$ cat config.mk
export PLATFORM = sky130hd
export DESIGN_NAME = systolic_array
export DESIGN_NICKNAME = d
export VERILOG_FILES = /design/src/rtl/npu_pkg.sv /design/src/rtl/systolic_pe.sv /design/src/rtl/systolic_array.sv
export SDC_FILE = /design/constraint.sdc
export NUM_CORES = 2
export LEC_CHECK = 0
export ABC_AREA = 1
export BUFFER_PORTS_ARGS = -buffer_cell sky130_fd_sc_hd__buf_2
export CORE_MARGIN = 2
export CORE_UTILIZATION = 30
export DETAILED_ROUTE_END_ITERATION = 12
export PLACE_DENSITY_LB_ADDON = 0.3
export RECOVER_POWER = 100
export REMOVE_ABC_BUFFERS = 1
export SYNTH_ARGS = -nofsm -noshare
export SYNTH_HDL_FRONTEND = slang
export SYNTH_HIERARCHICAL = 1
export SYNTH_SLANG_ARGS = --single-unit
$ cat constraint.sdc
create_clock -name clk -period 20.5 [get_ports clk]
set_clock_uncertainty 0.1 [all_clocks]
set_input_delay 2.05 -clock clk [delete_from_list [all_inputs] [get_ports clk]]
set_output_delay 2.05 -clock clk [all_outputs]
set_load 0.01 [all_outputs]
$ cat src/rtl/npu_pkg.sv
// Shared NPU types: job FSM states, default widths and the extended multiply
// used by the systolic processing elements.
package npu_pkg;

    typedef enum logic [1:0] {IDLE, LOAD, FLUSH, DRAIN} state_t;

    localparam int DEF_DW = 8;
    localparam int DEF_AW = 32;
    localparam int DEF_KW = 16;

    // Operands up to 32 bits; the 64-bit product is exact mod 2^64 for both modes.
    function automatic logic [63:0] ext_mul(input logic [31:0] a, input logic [31:0] b,
                                            input int unsigned w, input logic sgn);
        logic [63:0] m, ax, bx;
        m  = (64'd1 << w) - 64'd1;
        ax = {32'd0, a} & m;
        bx = {32'd0, b} & m;
        if (sgn && ((ax & (64'd1 << (w - 1))) != 64'd0)) ax = ax | ~m;
        if (sgn && ((bx & (64'd1 << (w - 1))) != 64'd0)) bx = bx | ~m;
        return ax * bx;
    endfunction

endpackage

$ cat src/rtl/systolic_pe.sv
// Output-stationary PE: forwards a right and b down, accumulates a*b each cycle.
module systolic_pe
    import npu_pkg::*;
#(
    parameter int DW = DEF_DW,
    parameter int AW = DEF_AW
) (
    input  logic          clk,
    input  logic          rst,
    input  logic          clr,
    input  logic          signed_mode,
    input  logic [DW-1:0] a_in,
    input  logic [DW-1:0] b_in,
    output logic [DW-1:0] a_out,
    output logic [DW-1:0] b_out,
    output logic [AW-1:0] acc
);

    always_ff @(posedge clk or negedge rst) begin
        if (!rst) begin
            a_out <= '0;
            b_out <= '0;
            acc   <= '0;
        end else begin
            a_out <= a_in;
            b_out <= b_in;
            if (clr) acc <= '0;
            else     acc <= acc + AW'(ext_mul(32'(a_in), 32'(b_in), DW, signed_mode));
        end
    end

endmodule

$ cat src/rtl/systolic_array.sv
// N x M output-stationary matrix-multiply array with edge skewing, a job FSM
// (load / flush / row drain) and a ready/valid result port.
module systolic_array
    import npu_pkg::*;
#(
    parameter int N  = 2,
    parameter int M  = 2,
    parameter int DW = DEF_DW,
    parameter int AW = DEF_AW,
    parameter int KW = DEF_KW
) (
    input  logic            clk,
    input  logic            rst,
    input  logic            start,
    input  logic [KW-1:0]   k_len,
    input  logic            signed_mode,
    output logic            busy,
    input  logic            in_valid,
    output logic            in_ready,
    input  logic [N*DW-1:0] a_vec,
    input  logic [M*DW-1:0] b_vec,
    output logic            out_valid,
    input  logic            out_ready,
    output logic [M*AW-1:0] out_row,
    output logic            out_last
);

    localparam int RW = (N > 1) ? $clog2(N) : 1;
    localparam int FW = $clog2(N + M);

    state_t         state_q, state_d;
    logic [KW-1:0]  klen_q, klen_d, beat_q, beat_d;
    logic [FW-1:0]  fl_q, fl_d;
    logic [RW-1:0]  row_q, row_d;
    logic           sgn_q, sgn_d, clr;

    always_ff @(posedge clk or negedge rst) begin
        if (!rst) begin
            state_q <= IDLE;
            klen_q  <= '0;
            beat_q  <= '0;
            fl_q    <= '0;
            row_q   <= '0;
            sgn_q   <= 1'b0;
        end else begin
            state_q <= state_d;
            klen_q  <= klen_d;
            beat_q  <= beat_d;
            fl_q    <= fl_d;
            row_q   <= row_d;
            sgn_q   <= sgn_d;
        end
    end

    always_comb begin
        state_d   = state_q;
        klen_d    = klen_q;
        beat_d    = beat_q;
        fl_d      = fl_q;
        row_d     = row_q;
        sgn_d     = sgn_q;
        clr       = 1'b0;
        in_ready  = 1'b0;
        out_valid = 1'b0;
        out_last  = 1'b0;
        case (state_q)
            IDLE: if (start) begin
                klen_d  = k_len;
                sgn_d   = signed_mode;
                clr     = 1'b1;
                beat_d  = '0;
                row_d   = '0;
                state_d = (k_len == '0) ? DRAIN : LOAD;
            end
            LOAD: begin
                in_ready = 1'b1;
                if (in_valid) begin
                    beat_d = beat_q + 1'b1;
                    if (beat_q == klen_q - KW'(1)) begin
                        fl_d    = '0;
                        state_d = FLUSH;
                    end
                end
            end
            // Long enough for the last beat to reach PE(N-1,M-1) through both skews.
            FLUSH: begin
                fl_d = fl_q + 1'b1;
                if (fl_q == FW'(N + M - 2)) state_d = DRAIN;
            end
            DRAIN: begin
                out_valid = 1'b1;
                out_last  = (row_q == RW'(N - 1));
                if (out_ready) begin
                    row_d = row_q + 1'b1;
                    if (out_last) state_d = IDLE;
                end
            end
            default: state_d = IDLE;
        endcase
    end

    assign busy = (state_q != IDLE);

    // Bubbles and non-LOAD cycles inject zeros, which add nothing to the sums.
    logic [N-1:0][DW-1:0] a_edge, a_sk;
    logic [M-1:0][DW-1:0] b_edge, b_sk;
    assign a_edge = (in_ready && in_valid) ? a_vec : '0;
    assign b_edge = (in_ready && in_valid) ? b_vec : '0;

    for (genvar i = 0; i < N; i++) begin : g_askew
        if (i == 0) begin : g_thru
            assign a_sk[i] = a_edge[i];
        end else begin : g_dly
            logic [i-1:0][DW-1:0] d;
            always_ff @(posedge clk or negedge rst) begin
                if (!rst) d <= '0;
                else begin
                    d[0] <= a_edge[i];
                    for (int k = 1; k < i; k++) d[k] <= d[k-1];
                end
            end
            assign a_sk[i] = d[i-1];
        end
    end

    for (genvar j = 0; j < M; j++) begin : g_bskew
        if (j == 0) begin : g_thru
            assign b_sk[j] = b_edge[j];
        end else begin : g_dly
            logic [j-1:0][DW-1:0] d;
            always_ff @(posedge clk or negedge rst) begin
                if (!rst) d <= '0;
                else begin
                    d[0] <= b_edge[j];
                    for (int k = 1; k < j; k++) d[k] <= d[k-1];
                end
            end
            assign b_sk[j] = d[j-1];
        end
    end

    logic [N-1:0][M:0][DW-1:0]   ah;
    logic [N:0][M-1:0][DW-1:0]   bv;
    logic [N-1:0][M-1:0][AW-1:0] acc;

    for (genvar i = 0; i < N; i++) begin : g_row
        assign ah[i][0] = a_sk[i];
        for (genvar j = 0; j < M; j++) begin : g_col
            if (i == 0) begin : g_btop
                assign bv[0][j] = b_sk[j];
            end
            systolic_pe #(.DW(DW), .AW(AW)) u_pe (
                .clk         (clk),
                .rst         (rst),
                .clr         (clr),
                .signed_mode (sgn_q),
                .a_in        (ah[i][j]),
                .b_in        (bv[i][j]),
                .a_out       (ah[i][j+1]),
                .b_out       (bv[i+1][j]),
                .acc         (acc[i][j])
            );
        end
    end

    assign out_row = (state_q == DRAIN) ? acc[row_q] : '0;

endmodule
**Word level (Yosys, flattened, before mapping)**

Cells that the tools add are included.

- Bits in registers: 214
- Input port bits: 54
- Word-level logic and storage cells: 107

- Add/sub/neg operators: 8
- Multiply operators: 4
- $lt $le $gt $ge: 1
- Equality and inequality tests: 11
- Muxes and demuxes: 47
- Reductions and logical operators: 20

Operators by type and width:

| cell | number |
|---|---|
| $mux W64 | 19 |
| $mul A64 B64 Y32 | 4 |
| $add A32 B32 Y32 | 4 |
| $mux W32 | 4 |
| $mux W16 | 4 |
| $pmux W16 S2 | 1 |
| $mux W2 | 9 |
| $add A16 B1 Y16 const B | 1 |
| $eq A16 B16 Y1 | 1 |
| $logic_not A16 Y1 | 1 |
| $sub A16 B1 Y16 const B | 1 |
| $ne A2 B2 Y1 const B | 6 |
| $logic_and A1 B1 Y1 | 9 |
| $reduce_and A3 Y1 | 3 |
| $pmux W2 S4 | 1 |
| $reduce_bool A2 Y1 | 4 |
| $mux W1 | 7 |
| $eq A2 B2 Y1 const B | 3 |
| $reduce_and A6 Y1 | 1 |
| $pmux W2 S2 | 1 |
| $add A2 B1 Y2 const B | 1 |
| $eq A2 B1 Y1 const B | 1 |
| $logic_not A2 Y1 | 1 |
| $lt A1 B2 Y1 const B | 1 |
| 3 further kinds | 3 |

**Longest topological paths before layout**

- Depth after elaboration: 10
- Depth in mapped cells: 45

**By module**

Netlist, hierarchy kept.

Modules (own cells, without submodules):

| module | times used | cells each | area an instance (sq um) |
|---|---|---|---|
| systolic_pe at g_row[0].g_col[1].u_pe ... | 2 | 1387 | 11875.1 |
| systolic_pe at g_row[0].g_col[0].u_pe | 1 | 1383 | 12051.6 |
| systolic_pe at g_row[1].g_col[1].u_pe | 1 | 1390 | 11961.5 |
| systolic_array | 1 | 530 | 3897.5 |

**Worst setup path after synthesis**

Ideal clock, no wire load.

- Path kind: input port to flip-flop
- From: in in_valid
- To: reg g_row[0].g_col[0].u_pe.acc[25]
- Library setup time: 117 ps
- Arrival: 9320 ps
- Data required time: 20283 ps
- Slack: 10963 ps
- Stages on the path: 30
- Cells stage by stage: nand2_1 -> clkbuf_1 -> nor2_1 -> clkbuf_1 -> inv_1 -> nor2_1 -> fa_1 -> inv_1 -> fa_1 -> inv_1 -> fa_1 -> inv_1 -> fa_1 -> inv_1 -> fa_1 -> fa_1 -> fa_1 -> inv_1 -> fa_1 -> inv_1 -> ha_1 -> nand2_1 -> nor2_1 -> inv_1 -> nor2_1 -> inv_1 -> o211ai_1 -> nand2_1 -> nand2_1 -> nor2_1

RTL lines:

| item | line | RTL |
|---|---|---|
| start: declaration | systolic_array.sv:18 | `input logic in_valid,` |
| end signal: assignment | systolic_pe.sv:28 | `else acc <= acc + AW'(ext_mul(32'(a_in), 32'(b_in), DW, signed_mode));` |
| end: declaration | systolic_pe.sv:16 | `output logic [AW-1:0] acc` |

==> out/results.txt <==
Status -> complete, but fails checks
Failing checks -> capacitance limit, slew limit
Per-cell routed wire length -> 17.21 um
Ys Warns -> 6
Setup slack, reg-to-reg -> 9.93 ns
Layout cells sized above 1 -> 4.106%
Vias in the first global route -> 40247
Slew headroom -> -428.0%
Sequential power share -> 23.0%
Netlist Area Pre-Place -> 50860 sq um
Final nets -> 7724
Root buf cell -> clkbuf_16
Max rail drop VDD -> 64.95 uV
WL final -> 144.3 mm
Die area -> 172800 sq um
Largest net degree at the start of global routing -> 137
Setup CP Type -> input port to asynchronous set/reset pin
Syn_area_per_cell -> 8.414 sq um
Port-buffer cells -> 121
Critical path data arrival time -> 11.68 ns
Post-layout util -> 32.61%
Global-route wire length before repair -> 232.6 mm
Top delay family on crit path -> buffers and inverters
Levels on crit path -> 2
Internal Power -> 1.593 mW
Fmax -> 0.07645 GHz
Final Cell Area -> 55070 sq um
Worst setup EP type -> asynchronous set/reset pin
Post CTS Setup Buffer Count -> 0
Worst Hold Class -> flop to flop
Comb pwr share -> 57.0%
Pwr dens -> 57.75 nW/um^2
Switching Share -> 49.90%
Crit Reg-Reg Startpoint -> state_q[1]$_DFFE_PN0P_
Final period util -> 63.81%
Endpoints failing setup -> 0
Hold endpoint -> sgn_q$_DFFE_PN0P_
CTS Hold Bufs -> 0
Crit-path max cell delay -> 5.83 ns
Initial Utilization -> 30.11%
Max-cap violations -> 6
Placement Cell Area -> 54110 sq um
Cells on worst reg2reg path -> 32
Vias -> 37125
Detailed Route Iter0 Violations -> 2179
Clk buf depth -> 3
CORE AREA -> 168900 sq um
DRC -> 0
CP startpoint kind -> input port
Cells after Synth -> 6045
Die Wd -> 415.7 um
Number of routed nets with antenna violations -> 0
CTS clk-pin slew, worst paths -> 0.06 ns
Hold Crit Start -> sgn_q$_DFFE_PN0P_
Buffer and inverter count on the worst path -> 2
Final-report hold violation count -> 0
FP Rows -> 151
Psw -> 1.587 mW
# IOs -> 122
Vias per inst -> 4.430
TritonCTS clock tree -> yes
DRT Pass-1 Iters -> 5
Cts repair resizes -> 0
Inst Count DP -> 8320
Leak -> 31.63 nW
Final hold slack -> 0.3768 ns
CTS Sinks -> 214
Die Y -> 415.7 um
Initial antenna violation count -> 4
Insertion delay to the later sink of the worst-skew pair -> 0.59 ns
GPL Wtd Cong -> 0.9072
Crit Path Max Fanout -> 136
Total gr overflow -> 0
Part of the power in the clock network -> 20.0%
Worst slew pin tran -> 7.919 ns
Fin. max-slew vios -> 387
H-Tree Depth -> 2
Reg-to-Reg End -> g_row[0].g_col[0].u_pe/acc[25]$_DFF_PN0_
RSZ-0062 raised after global routing -> false
Clock buffer count from CTS -> 34
Setup TNS -> 0 ns
Critical Path RT -> 19.10 ns
Crit-path most repeated cell -> clkbuf_1
Cell Chain, Critical Path -> clkbuf_1 > clkbuf_1
CP max-delay cell -> clkbuf_1
GR Util All Layers -> 17.40%
Hold path cells -> 2
Post-DP HPWL -> 126.3 mm
Post-layout minimum cycle time -> 13.08 ns
Fin cells -> 8381
Synthesis-to-finish area growth -> 8.283%
[layer usage]
layer / vias up / share of wire, % / track usage (%)
met5: - / 0 / 0
met3: 119 / 4.2 / 1.952
met4: 0 / 2.4 / 4.018
li1: 17814 / - / -
met1: 18474 / 45 / 23.29
met2: 718 / 49 / 30.03
[cell type report]
| type | count | area (sq um) |
|---|---|---|
| Inverter | 1903 | 7171 |
| Clock inverter | 18 | 250.2 |
| Multi-Input combinational cell | 3830 | 37880 |
| Sequential cell | 214 | 5355 |
| Timing Repair Buffer | 155 | 710.7 |
| Fill cell | 17998 | 113800 |
| Tap cell | 2218 | 2775 |
| Antenna cell | 1 | 2.502 |
| Clock buffer | 42 | 930.9 |
[state kept, by name (all words and copies together) (netlist names), 2 cells and up]
name	cells
beat_q	16
g_row.g_col.u_pe/b_out	16
klen_q	16
g_row.g_col.u_pe/a_out	16
fl_q	2
g_bskew.g_dly.d	8
state_q	2
g_askew.g_dly.d	8
g_row.g_col.u_pe/acc	128
[worst max path at each step]
stage,startpoint,end
finish,rst,g_row[1].g_col[0].u_pe/acc[31]$_DFF_PN0_
global route,rst,g_row[1].g_col[0].u_pe/acc[31]$_DFF_PN0_
CTS,in_valid,g_row[0].g_col[0].u_pe/acc[31]$_DFF_PN0_
detailed placement,in_valid,g_row[0].g_col[0].u_pe/acc[31]$_DFF_PN0_
global placement,in_valid,g_row[0].g_col[0].u_pe/acc[31]$_DFF_PN0_
floorplan,in_valid,g_row[0].g_col[0].u_pe/acc[28]$_DFF_PN0_
[power by group through the flow]
| stage | clock network, mW | logic, mW | registers, mW |
|---|---|---|---|
| finish | 0.635 | 1.81 | 0.732 |
| global placement | 0 | 1.84 | 0.752 |
| detailed placement | 0 | 1.85 | 0.751 |
| CTS | 0.658 | 1.87 | 0.746 |
| global route | 0.676 | 2.13 | 0.752 |
| floorplan | 0 | 1.33 | 0.641 |
[worst min-delay path, delay by kind of cell, from the launching register on]
family	cells	cell delay [ns]
and+or+nand+nor	2	0.10
DFF	1	0.34
[per-stage QoR]
stage | worst slack (ns) | power [mW]
final | 7.419 | 3.180
after global routing | 5.076 | 3.557
after CTS | 10.34 | 3.278
after detailed placement | 9.760 | 2.605
after global placement | 9.899 | 2.589
after floorplan | 10.42 | 1.973
[cells in the final DEF (no fill, tap or decap), drive strengths merged, types with 27 or more instances in the layout]
cell type,n
xnor2,51
clkbuf,128
nand2,970
dfrtp,214
buf,69
nand4,27
nor2,442
o21ai,156
a22o,64
nor3,40
nand3,128
ha,512
fa,1020
xor2,56
a21oi,246
inv,1898
Power figures use the tool's default switching activity.
